==> src/rtl/puf_pkg.sv <==
// Shared types and helpers for the multi-channel RO frequency meter.
// Imported by the meter top, its interface and the bench.
package puf_pkg;

  typedef enum logic [1:0] {
    S_IDLE,
    S_SETTLE,
    S_MEASURE,
    S_DONE
  } state_e;

  localparam int DEF_N_CH   = 2;
  localparam int DEF_CNT_W  = 20;
  localparam int DEF_WIN_W  = 24;
  localparam int DEF_SETTLE = 16;

  // Wide enough for any sane CNT_W; counts are zero-extended into it.
  localparam int CMP_W = 64;

  function automatic logic pair_gt(
    input logic [CMP_W-1:0] a,
    input logic [CMP_W-1:0] b
  );
    return a > b;
  endfunction

endpackage

==> src/rtl/puf_ro_meter_if.sv <==
// Control/result bundle between the RO meter and its readout logic.
// master = requester/readout side, slave = the meter.
interface puf_ro_meter_if
  import puf_pkg::*;
#(
  parameter int N_CH  = DEF_N_CH,
  parameter int CNT_W = DEF_CNT_W,
  parameter int WIN_W = DEF_WIN_W
);

  logic                    start;
  logic                    abort;
  logic [WIN_W-1:0]        win_len;
  logic                    busy;
  logic                    done;
  logic [N_CH*CNT_W-1:0]   counts;
  logic [N_CH-1:0]         sat;
  logic [N_CH/2-1:0]       resp;

  modport master (
    output start, abort, win_len,
    input  busy, done, counts, sat, resp
  );

  modport slave (
    input  start, abort, win_len,
    output busy, done, counts, sat, resp
  );

endinterface

==> src/rtl/ro_edge_sync.sv <==
// Two-flop synchroniser plus edge flop for one asynchronous RO input.
// rise is a one-cycle pulse per synchronised low-to-high transition.
module ro_edge_sync (
  input  logic clk,
  input  logic rst_n,
  input  logic async_in,
  output logic rise
);

  logic meta_q;
  logic sync_q;
  logic prev_q;

  always_ff @(posedge clk or negedge rst_n) begin
    if (!rst_n) begin
      meta_q <= 1'b0;
      sync_q <= 1'b0;
      prev_q <= 1'b0;
    end else begin
      meta_q <= async_in;
      sync_q <= meta_q;
      prev_q <= sync_q;
    end
  end

  assign rise = sync_q & ~prev_q;

endmodule

==> src/rtl/puf_ro_meter.sv <==
// Multi-channel ring-oscillator frequency meter: settle, count over a
// clk window, latch counts/saturation and derive pairwise response bits.
module puf_ro_meter
  import puf_pkg::*;
#(
  parameter int N_CH       = DEF_N_CH,
  parameter int CNT_W      = DEF_CNT_W,
  parameter int WIN_W      = DEF_WIN_W,
  parameter int SETTLE_CYC = DEF_SETTLE
) (
  input  logic            clk,
  input  logic            rst_n,
  input  logic [N_CH-1:0] ro_in,
  output logic [N_CH-1:0] ro_en,
  puf_ro_meter_if.slave   bus
);

  localparam int SET_W = $clog2(SETTLE_CYC + 1);
  localparam logic [CNT_W-1:0] CNT_MAX = '1;

  state_e                state_q;
  logic [WIN_W-1:0]      win_q;
  logic [SET_W-1:0]      set_q;
  logic [CNT_W-1:0]      cnt_q [N_CH];
  logic [CNT_W-1:0]      cnt_d [N_CH];
  logic [N_CH-1:0]       satw_q;
  logic [N_CH-1:0]       satw_d;
  logic [N_CH-1:0]       rise;
  logic [N_CH-1:0]       ro_en_q;
  logic [N_CH-1:0]       sat_q;
  logic [N_CH/2-1:0]     resp_q;
  logic [N_CH/2-1:0]     resp_d;
  logic [N_CH*CNT_W-1:0] counts_q;
  logic [N_CH*CNT_W-1:0] counts_d;
  logic                  busy_q;
  logic                  done_q;

  for (genvar i = 0; i < N_CH; i++) begin : g_sync
    ro_edge_sync u_sync (
      .clk      (clk),
      .rst_n    (rst_n),
      .async_in (ro_in[i]),
      .rise     (rise[i])
    );
  end

  // Next working counts include the current cycle's rises, so the
  // last MEASURE cycle is folded into the latched result.
  always_comb begin
    counts_d = '0;
    resp_d   = '0;
    satw_d   = satw_q;
    for (int i = 0; i < N_CH; i++) begin
      cnt_d[i] = cnt_q[i];
      if (rise[i]) begin
        if (cnt_q[i] == CNT_MAX) begin
          satw_d[i] = 1'b1;
        end else begin
          cnt_d[i] = cnt_q[i] + CNT_W'(1);
        end
      end
      counts_d[i*CNT_W +: CNT_W] = cnt_d[i];
    end
    for (int k = 0; k < N_CH/2; k++) begin
      resp_d[k] = pair_gt(CMP_W'(cnt_d[2*k]),
                          CMP_W'(cnt_d[2*k+1]));
    end
  end

  always_ff @(posedge clk or negedge rst_n) begin
    if (!rst_n) begin
      state_q  <= S_IDLE;
      win_q    <= '0;
      set_q    <= '0;
      satw_q   <= '0;
      for (int i = 0; i < N_CH; i++) begin
        cnt_q[i] <= '0;
      end
      ro_en_q  <= '0;
      busy_q   <= 1'b0;
      done_q   <= 1'b0;
      counts_q <= '0;
      sat_q    <= '0;
      resp_q   <= '0;
    end else begin
      done_q <= 1'b0;
      unique case (state_q)
        S_IDLE: begin
          if (bus.start && !bus.abort) begin
            win_q   <= (bus.win_len == '0) ? WIN_W'(1)
                                           : bus.win_len;
            set_q   <= SET_W'(SETTLE_CYC - 1);
            satw_q  <= '0;
            for (int i = 0; i < N_CH; i++) begin
              cnt_q[i] <= '0;
            end
            ro_en_q <= '1;
            busy_q  <= 1'b1;
            state_q <= S_SETTLE;
          end
        end
        S_SETTLE: begin
          if (bus.abort) begin
            ro_en_q <= '0;
            busy_q  <= 1'b0;
            state_q <= S_IDLE;
          end else if (set_q == '0) begin
            state_q <= S_MEASURE;
          end else begin
            set_q <= set_q - SET_W'(1);
          end
        end
        S_MEASURE: begin
          if (bus.abort) begin
            ro_en_q <= '0;
            busy_q  <= 1'b0;
            state_q <= S_IDLE;
          end else begin
            cnt_q  <= cnt_d;
            satw_q <= satw_d;
            if (win_q == WIN_W'(1)) begin
              ro_en_q  <= '0;
              done_q   <= 1'b1;
              counts_q <= counts_d;
              sat_q    <= satw_d;
              resp_q   <= resp_d;
              state_q  <= S_DONE;
            end else begin
              win_q <= win_q - WIN_W'(1);
            end
          end
        end
        S_DONE: begin
          busy_q  <= 1'b0;
          state_q <= S_IDLE;
        end
      endcase
    end
  end

  assign ro_en      = ro_en_q;
  assign bus.busy   = busy_q;
  assign bus.done   = done_q;
  assign bus.counts = counts_q;
  assign bus.sat    = sat_q;
  assign bus.resp   = resp_q;

endmodule
==> src/flat_wrapper.sv <==
// flat-port wrapper written by rule: the top's interface ports become plain ports
module puf_ro_meter_flat import puf_pkg::*;
#(
  parameter int N_CH       = DEF_N_CH,
  parameter int CNT_W      = DEF_CNT_W,
  parameter int WIN_W      = DEF_WIN_W,
  parameter int SETTLE_CYC = DEF_SETTLE
)
  (clk, rst_n, ro_in, ro_en, bus_start, bus_abort, bus_win_len, bus_busy, bus_done, bus_counts, bus_sat, bus_resp);
  puf_ro_meter_if #(.N_CH(N_CH), .CNT_W(CNT_W), .WIN_W(WIN_W)) bus_i ();
  input  logic clk;
  input  logic rst_n;
  input  logic [N_CH-1:0] ro_in;
  output logic [N_CH-1:0] ro_en;
  input wire logic [$bits(bus_i.start)-1:0] bus_start;
  input wire logic [$bits(bus_i.abort)-1:0] bus_abort;
  input wire logic [$bits(bus_i.win_len)-1:0] bus_win_len;
  output wire logic [$bits(bus_i.busy)-1:0] bus_busy;
  output wire logic [$bits(bus_i.done)-1:0] bus_done;
  output wire logic [$bits(bus_i.counts)-1:0] bus_counts;
  output wire logic [$bits(bus_i.sat)-1:0] bus_sat;
  output wire logic [$bits(bus_i.resp)-1:0] bus_resp;
  assign bus_i.start = bus_start;
  assign bus_i.abort = bus_abort;
  assign bus_i.win_len = bus_win_len;
  assign bus_busy = bus_i.busy;
  assign bus_done = bus_i.done;
  assign bus_counts = bus_i.counts;
  assign bus_sat = bus_i.sat;
  assign bus_resp = bus_i.resp;
  puf_ro_meter #(.N_CH(N_CH), .CNT_W(CNT_W), .WIN_W(WIN_W), .SETTLE_CYC(SETTLE_CYC)) u_core (.clk(clk), .rst_n(rst_n), .ro_in(ro_in), .ro_en(ro_en), .bus(bus_i));
endmodule
==> config.mk <==
export PLATFORM = sky130hd
export DESIGN_NAME = puf_ro_meter_flat
export DESIGN_NICKNAME = d
export VERILOG_FILES = /design/src/rtl/puf_pkg.sv /design/src/rtl/puf_ro_meter_if.sv /design/src/rtl/ro_edge_sync.sv /design/src/rtl/puf_ro_meter.sv /design/src/flat_wrapper.sv
export SDC_FILE = /design/constraint.sdc
export NUM_CORES = 1
export LEC_CHECK = 0
export BUFFER_PORTS_ARGS = -buffer_cell sky130_fd_sc_hd__buf_4
export CAP_MARGIN = 10
export CORE_MARGIN = 1
export CORE_UTILIZATION = 35
export DETAILED_ROUTE_END_ITERATION = 8
export PLACE_DENSITY_LB_ADDON = 0.15
export RECOVER_POWER = 50
export SLEW_MARGIN = 20
export SYNTH_ARGS = -nofsm -noshare
export SYNTH_HDL_FRONTEND = slang
export SYNTH_HIERARCHICAL = 1
export SYNTH_SLANG_ARGS = --single-unit
export TNS_END_PERCENT = 1
==> constraint.sdc <==
create_clock -name clk -period 7.3 [get_ports clk]
set_input_delay 0.365 -clock clk [delete_from_list [all_inputs] [get_ports clk]]
set_output_delay 0.365 -clock clk [all_outputs]
set_load 0.01 [all_outputs]
==> results of run 1 <==
cell families after synthesis:
kind of cell,share of synthesized area
muxes,0.0371
and+or+nand+nor,0.210
AOI/OAI and AO/OA,0.174
DFF,0.446
xor gates and xnor gates,0.0412
buffers and inverters,0.0373
adders and majority gates,0.0532
layer usage:
layer	vias up	track usage	wire [um]
met3	27	0.0490	1050
li1	2902	-	-
met5	-	0	0
met2	189	0.326	9280
met4	0	0.0767	371
met1	2955	0.258	8760
placed cells by master (no fill, tap or decap), types with 21 or more instances in the layout:
cell type,count
buf_4,63
nand4_1,21
o21ai_0,74
nor2_1,39
nand2_1,107
ha_1,29
nand3_1,37
xor2_1,23
dfrtp_1,125
a21oi_1,41
worst max-delay path by stage:
stage          depth (start not counted)             start  slack (ns)                   end
2_1_floorplan                         15   u_core/cnt_q[5]        4.04       u_core/bus.resp
3_3_place_gp                           6  u_core/win_q[18]        3.67  u_core/bus.counts[6]
3_5_place_dp                          13  u_core/cnt_q[20]        3.64       u_core/bus.resp
4_1_cts                               13  u_core/cnt_q[20]        3.62       u_core/bus.resp
5_1_grt                                1             rst_n        1.89      u_core/satw_q[1]
6_report                               1             rst_n        3.01      u_core/satw_q[1]
flip-flops by register name (all words and copies together), names as in the netlist, 2 cells and up:
| register | count |
|---|---|
| u_core/cnt_q | 40 |
| u_core/bus.counts | 40 |
| u_core/satw_q | 2 |
| u_core/win_q | 24 |
| u_core/g_sync.u_sync/prev_q | 2 |
| u_core/state_q | 2 |
| u_core/set_q | 5 |
| u_core/g_sync.u_sync/sync_q | 2 |
| u_core/g_sync.u_sync/meta_q | 2 |
| u_core/bus.sat | 2 |
layout make-up:
type	count	area, um^2
inverters	21	78.8
repair buffers	83	556
clock buffers	22	474
fillers	1929	11200
clock inverters	7	138
flip-flops and latches	125	3130
well taps	265	332
multi-input cells	579	3630
power groups by stage:
| stage | Clock [mW] | Combinational [mW] | Sequential, mW |
|---|---|---|---|
| after global placement | 0 | 0.441 | 0.908 |
| after floorplan | 0 | 0.342 | 0.882 |
| after detailed placement | 0 | 0.456 | 0.911 |
| final | 0.895 | 0.458 | 0.907 |
| after global routing | 0.950 | 0.519 | 0.922 |
| after CTS | 0.917 | 0.458 | 0.902 |
==> results.toml, run 1 <==
[final_layout]
stdcell_area_um2 = 8330
area.growth.synth_to_final_pct = 18.9
drive_gt1_frac = 0.147
fin_util = 0.427
num_antenna_cells = 0
final_cells = 1102
finalNetCount = 886

[floorplanning]
fp.dieW_um = 144
die_area_um2 = 20600
rows = 51
initial_core_util = 0.359
pin_count = 77
fp.coreArea_um2 = 19500
die_h_um = 144

[grt]
grt_overflow = 0
grt_max_degree = 86
grt_pass1_wl_um = 31500
grt_pass1_vias = 5998
antenna_found_initial = 0
track_usage = 0.201

[synth]
ys_top_cells_by_area = "dfrtp_1, nand2_1, o21ai_0"
yosysMostFrequentCell = "dfrtp_1"
async_flop_share = 1.00
ys.flop_type = "dfrtp_1"
synth_fp_nets = 823
yosys.area.top_type_share = 0.446
synthesis.area_um2 = 7010
synthCells = 764
ys_top_cells_by_count = "dfrtp_1, nand2_1, o21ai_0, a21oi_1, nor2_1"
synth.distinct_cells = 62
yosysTopAreaCell = "dfrtp_1"
ys_seq_area_frac = 0.446
synth_edf_count = 0
synth_warnings = 6
avgSynthCellArea_um2 = 9.17
synth-seq-cells = 125

[place]
place.gp.congestion = 0.910
port_buffers = 76
pre_cts_slack_ns = 3.64
hpwl_um = 13500
post_dp_cell_area_um2 = 7790
place_inst = 1073

[hold_path]
hold_depth = 1
min_from = "ro_in[0]"
hold_path_class = "input pin to flip-flop"
whs_endpoint = "u_core/g_sync[0].u_sync/meta_q"

[pwr]
p_seq_frac = 0.401
power_density_nw_per_um2 = 271
p_total_mw = 2.26
clkPwrFrac = 0.396
leakage_nw = 3.69
p_int_mw = 1.56
power_frac_comb = 0.203
switching_power_mw = 0.696
swShare = 0.308
peakVddDrop_v = 0.000152

[routing]
totalWireLength_um = 19500
ant_nets = 0
dr.pass1.iters = 5
wl_per_cell_um = 17.7
avgViaCountPerCell = 5.51
drc = 0
initialDrtViolationCount = 389
dr_total_vias = 6073

[clock_network]
cts_tree = "yes"
clk_pin_slew_worst_paths_ns = 0.06
clock-root-buffer = "clkbuf_16"
h-tree-depth = 4
cts_buffer_depth = 2
ctsResizeCount = 0
cts_made_buffers = 17
clk_latency_ns = 0.42
cts_setup_buffers = 0
cts_num_sinks = 125
hold_buffers = 0

[setup_path]
rr_worst_depth = 13
slowest_stage = "clkbuf_1"
cp_data_required_time_ns = 6.70
crit_path_end_kind = "async pin"
crit_family = "buffers and inverters"
crit_buf_inv = 1
critPathMaxFanout = 85
slowest_delay_ns = 3.26
r2r-start = "u_core/cnt_q[20]"
r2r-end = "u_core/bus.resp"
worstSetupPathType = "input pin to async pin"
cp-start-kind = "input pin"
cp.arrival_ns = 3.68
regToRegSetupSlack_ns = 3.55
path_cells = "clkbuf_1"

[outcome]
status = "complete, but fails checks"
violations = "capacitance limit, slew limit"

[timing]
hold_viol_final = 0
layout_setup_ws_ns = 3.01
setup_viol = 0
worst_slew_pin_slew_ns = 4.73
slew_headroom = -2.15
whs_ns = 0.0729
rsz0062_at_grt = "false"
report.final.slew_viol_count = 86
period_share = 0.587
clock-skew-final_ns = 0.00940
setup_tns_ns = 0
period_needed_ns = 4.29
max_freq_mhz = 233

[flow_run]
drv_cap = 1
No activity file was read; power rests on OpenSTA's default activity.
==> run 2, diff against run 1 <==
- clock period: 7.3 -> 3.9 ns (I/O delays scaled with it)
==> run 2 against run 1 <==
Effect of this change: the flow still finishes with violations (capacitance limit, slew limit); via count is 0.58% lower; first-iteration DRC count unchanged; clock power grew 82%; wire length decreased by 2.3%; flip-flop and latch count unchanged; worst hold slack got worse by 0.048 ns; critical endpoint is now u_core/bus.resp; sequential power rose by 86%; largest cell class unchanged.
==> results.toml, run 2 (same netlist as run 1, synthesis figures left out) <==
[routing]
dr_total_vias = 6038
drc = 0
wl_per_cell_um = 17.0
totalWireLength_um = 19000
ant_nets = 0
initialDrtViolationCount = 389
dr.pass1.iters = 5
avgViaCountPerCell = 5.40

[timing]
slew_headroom = -0.168
max_freq_mhz = 282
hold_viol_final = 0
report.final.slew_viol_count = 130
period_needed_ns = 3.55
setup_viol = 0
clock-skew-final_ns = 0.0106
period_share = 0.909
whs_ns = 0.0253
rsz0062_at_grt = "false"
worst_slew_pin_slew_ns = 1.75
layout_setup_ws_ns = 0.353
setup_tns_ns = 0

[final_layout]
layout.cells.most_common = "dfrtp_1"
num_antenna_cells = 0
area.growth.synth_to_final_pct = 18.5
final_cell_mix = "dfrtp_1, nand2_1, o21ai_0"
drive_gt1_frac = 0.120
stdcell_area_um2 = 8310
finalNetCount = 899

[clock_network]
h-tree-depth = 4
cts_buffer_depth = 2
cts_tree = "yes"
cts_num_sinks = 125
cts_made_buffers = 17
clk_pin_slew_worst_paths_ns = 0.06
clk_latency_ns = 0.42
clock-root-buffer = "clkbuf_16"

[flow_run]
drv_cap = 3

[floorplanning]
fp.coreArea_um2 = 19500
fp.dieW_um = 144
rows = 51
die_area_um2 = 20600
die_h_um = 144
pin_count = 77
initial_core_util = 0.359

[setup_path]
worstSetupPathType = "flip-flop to flip-flop"
r2r-start = "u_core/cnt_q[5]"
r2r-end = "u_core/bus.resp"
critPathMaxFanout = 9
cp_data_required_time_ns = 4.20
cp.arrival_ns = 3.85
crit_path_end_kind = "flip-flop"
rr_worst_depth = 13
regToRegSetupSlack_ns = 0.35
cp-start-kind = "flip-flop"

[grt]
grt_pass1_wl_um = 31000
track_usage = 0.197
antenna_found_initial = 0
grt_overflow = 0
grt_max_degree = 68
grt_pass1_vias = 5987

[hold_path]
whs_endpoint = "u_core/win_q[2]"
hold_path_class = "input pin to flip-flop"
hold_depth = 3
min_from = "bus_win_len[2]"

[place]
pre_cts_slack_ns = 0.399
hpwl_um = 13700
place.gp.congestion = 0.882
post_dp_cell_area_um2 = 7860
port_buffers = 76

[pwr]
leakage_nw = 3.60
p_total_mw = 4.18
power_density_nw_per_um2 = 504
peakVddDrop_v = 0.000319

[outcome]
status = "complete, but fails checks"
violations = "capacitance limit, slew limit"
-- run 2: worst max path at each step --
| stage | from | to | slack (ns) | cells after the start |
|---|---|---|---|---|
| floorplan | u_core/cnt_q[5] | u_core/bus.resp | 0.64 | 15 |
| global placement | u_core/cnt_q[5] | u_core/bus.resp | 0.51 | 13 |
| detailed placement | u_core/cnt_q[5] | u_core/bus.resp | 0.40 | 13 |
| CTS | u_core/cnt_q[5] | u_core/bus.resp | 0.39 | 13 |
| global route | u_core/cnt_q[20] | u_core/bus.resp | 0.04 | 14 |
| finish | u_core/cnt_q[5] | u_core/bus.resp | 0.35 | 13 |
-- run 2: layout make-up --
type                            instances  area [um^2]
Fill cell                            1968        11200
Multi-Input combinational cell        579         3620
Sequential cell                       125         3130
Timing Repair Buffer                   96          542
Clock buffer                           22          464
Tap cell                              265          332
Clock inverter                         10          139
Inverter                               21         78.8
-- run 2: routing by layer --
layer  track usage  part of all wire  wire length, um  vias to the layer above
met2         0.315              0.46             8800                      149
met3        0.0417             0.048              908                       26
li1              -                 -                -                     2918
met5             0                 0                0                        -
met4        0.0728             0.020              388                        0
met1         0.261              0.47             8920                     2945
-- run 2: repair_timing --
| action | CTS | global route |
|---|---|---|
| hold buffers | 3 | 0 |
| hold endpoints to repair | 67 | 0 |
| resized for setup | 0 | 0 |
| setup buffers | 0 | 0 |
-- run 2: critical path: stages (launching register included) --
cell and delay, ns:
dfrtp_1 0.47, nand4_1 0.17, or2_2 0.35, or4_1 0.54, o2111a_1 0.28, a21oi_1 0.24, inv_1 0.07, ha_1 0.31
nand4_1 0.17, nor3_1 0.28, and3_1 0.21, nor2b_1 0.14, a31o_2 0.16, a21oi_1 0.04
-- run 2: per-stage QoR --
step / cells / utilization
2_1_floorplan: 764 / -
4_1_cts: 1118 / 0.435
5_1_grt: 1118 / 0.425
6_report: 1118 / 0.425
3_3_place_gp: 1083 / 0.403
3_5_place_dp: 1083 / 0.403
-- run 2: where the power goes --
part	internal [mW]	switching, mW
logic	0.350	0.508
clock network	1.04	0.597
registers	1.47	0.218
==> run 3, diff against run 2 <==
- ABC_AREA: default -> 1
- PLACE_DENSITY: default -> 0.61
- PLACE_DENSITY_LB_ADDON: 0.15 -> default
==> run 3 against run 2 <==
Effect of this change: the run still ends with capacitance limit, slew limit left; non-clock buffer count fell by 10; clock-buffer cell count unchanged; die area grew 1.9%; sequential share of layout area decreased by 0.50 points.
==> results.toml, run 3 <==
[place]
port_buffers = 76
place.gp.congestion = 0.906
hpwl_um = 13000

[grt]
track_usage = 0.191
grt_pass1_wl_um = 30800
grt_pass1_vias = 6103
grt_max_degree = 63
grt_overflow = 0
antenna_found_initial = 0

[clock_network]
ctsResizeCount = 0
clk_pin_slew_worst_paths_ns = 0.06
cts_num_sinks = 125
cts_buffer_depth = 2
cts_made_buffers = 17
h-tree-depth = 4
clk_latency_ns = 0.42
cts_tree = "yes"
clock-root-buffer = "clkbuf_16"

[synth]
synth_fp_nets = 955
async_flop_share = 1.00
synth_edf_count = 0
yosys.area.top_type_share = 0.438
ys.flop_type = "dfrtp_1"
synth.distinct_cells = 48
yosysMostFrequentCell = "nand2_1"
ys_top_cells_by_count = "nand2_1, dfrtp_1, inv_1, o21ai_0, nor2_1"
avgSynthCellArea_um2 = 7.97
synth-seq-cells = 125
yosysTopAreaCell = "dfrtp_1"
ys_seq_area_frac = 0.438
synth_warnings = 6
synthCells = 896
synthesis.area_um2 = 7140
ys_top_cells_by_area = "dfrtp_1, nand2_1, inv_1"

[setup_path]
cp.arrival_ns = 3.49
cp_common_cell = "nand2_1"
slowest_delay_ns = 0.40
cp-start-kind = "flip-flop"
worstSetupPathType = "flip-flop to flip-flop"
cp_data_required_time_ns = 4.20
path_cells = "ha_1 -> nand3_1 -> nor2_4 -> nand2_1 -> inv_2 -> nand2_2 -> nand2_4 -> nor2_2 -> nand2_1 -> xor2_1 -> inv_1 -> ha_1 -> nand4_1 -> nor3b_1 -> nand4_1 -> nor3_1 -> nor2_1 -> nand2_1 -> nand2_1"
slowest_stage = "dfrtp_1"
crit_path_end_kind = "flip-flop"
critPathMaxFanout = 8

[floorplanning]
fp.coreArea_um2 = 19700
die_area_um2 = 21000
pin_count = 77
rows = 51
die_h_um = 145
initial_core_util = 0.362
fp.dieW_um = 145

[final_layout]
register_area_um2 = 3130
multiInputGateArea_um2 = 3390
layout.cells.most_common = "nand2_1"
finalNetCount = 1035
fillCellCount = 2061
drive_gt1_frac = 0.131
num_antenna_cells = 0
area.growth.synth_to_final_pct = 17.8
final_cell_mix = "nand2_1, dfrtp_1, inv_1"

[pwr]
peakVddDrop_v = 0.000304
leakage_nw = 3.92
power_density_nw_per_um2 = 532

[timing]
setup_tns_ns = 0
max_freq_mhz = 313
clock-skew-final_ns = 0.00797
whs_ns = 0.0193
rsz0062_at_grt = "false"
slew_headroom = -0.118
period_needed_ns = 3.19
hold_viol_final = 0
worst_slew_pin_slew_ns = 1.68
report.final.slew_viol_count = 96
setup_viol = 0
period_share = 0.818

[flow_run]
drv_cap = 2

[routing]
met2_wirelength_um = 8590
drc = 0
initialDrtViolationCount = 355
avgViaCountPerCell = 4.92
met1Wirelength_um = 8470
totalWireLength_um = 18100
dr.pass1.iters = 6
wl_met3_um = 830
dr_total_vias = 6168
wl_per_cell_um = 14.5
highest_layer = "met4"
ant_nets = 0

[outcome]
violations = "capacitance limit, slew limit"
status = "complete, but fails checks"

[hold_path]
hold_path_class = "input pin to flip-flop"
## run 3: cell count changes in the layout (fill, tap and decap cells not counted), sizes merged, moves of 8 or more
cell	before	now
mux2	16	0
a22o	8	0
xor2	23	31
and3	13	1
buf	41	31
xnor2	10	1
nor2	39	92
o22ai	12	29
nand2b	8	0
a21o	13	0
o21ai	76	95
inv	20	133
nand2	108	189
mux2i	8	0
## run 3: area by class of cell
cell class                      count  share of cell area
Multi-Input combinational cell    613               0.402
Sequential cell                   125               0.372
Inverter                          133              0.0593
Timing Repair Buffer               86              0.0556
Clock buffer                       22              0.0551
Tap cell                          265              0.0394
Clock inverter                     10              0.0165
## run 3: cells by family (layout without fill, tap and decap cells)
| kind of cell | Yosys count | count (layout) | share of synthesized area |
|---|---|---|---|
| compound gates | 184 | 184 | 0.145 |
| xor+xnor | 32 | 32 | 0.0403 |
| simple gates | 368 | 368 | 0.239 |
| fa+ha+maj | 29 | 29 | 0.0508 |
| flops | 125 | 125 | 0.438 |
| buf+inv | 158 | 251 | 0.0878 |
## run 3: per-layer routing
metal | up-vias | global-route usage
met4 | 0 | 0.0593
met3 | 15 | 0.0378
met1 | 2899 | 0.253
li1 | 3120 | -
met2 | 134 | 0.313
met5 | - | 0
## run 3: timing repair
item / in CTS / in global routing
hold buffers: 3 / 0
setup buffers: 0 / 0
hold endpoints to repair: 62 / 0
## run 3: worst max-delay path, delay by kind of cell, from the launching register on
| family | cells | cell delay, ns |
|---|---|---|
| XOR/XNOR | 1 | 0.32 |
| adder cells (fa/ha/maj) | 2 | 0.50 |
| buffers and inverters | 2 | 0.19 |
| flip-flops | 1 | 0.40 |
| AND/OR/NAND/NOR | 14 | 1.68 |
## run 3: path summary, 6_finish.rpt
path | from | end | slack [ns] | cells after the start
max | u_core/cnt_q[20] | u_core/bus.resp | 0.71 | 19
min | bus_win_len[12] | u_core/win_q[12] | 0.02 | 3
max reg2reg | u_core/cnt_q[20] | u_core/bus.resp | 0.71 | 19
min reg2reg | u_core/g_sync[1].u_sync/meta_q | u_core/g_sync[1].u_sync/sync_q | 0.35 | 0
max in group asynchronous | rst_n | u_core/bus.resp | 0.94 | 3
min in group asynchronous | rst_n | u_core/bus.counts[10] | 0.71 | 2
## run 3: metrics by stage
stage	power [mW]	area (um^2)	std cells	worst slack, ns	util
6_report	4.48	8420	1254	0.710	0.427
5_1_grt	4.78	8420	1254	0.270	0.427
4_1_cts	4.56	8600	1254	0.752	0.436
3_5_place_dp	2.91	7970	1219	0.783	0.404
3_3_place_gp	2.90	7970	1219	0.848	0.404
2_1_floorplan	2.53	7140	896	1.25	-
## run 3: power by group
part / internal, mW / switching, mW / total (mW)
clock: 1.04 / 0.581 / 1.62
combinational: 0.379 / 0.820 / 1.20
sequential: 1.50 / 0.161 / 1.66
total: 2.92 / 1.56 / 4.48
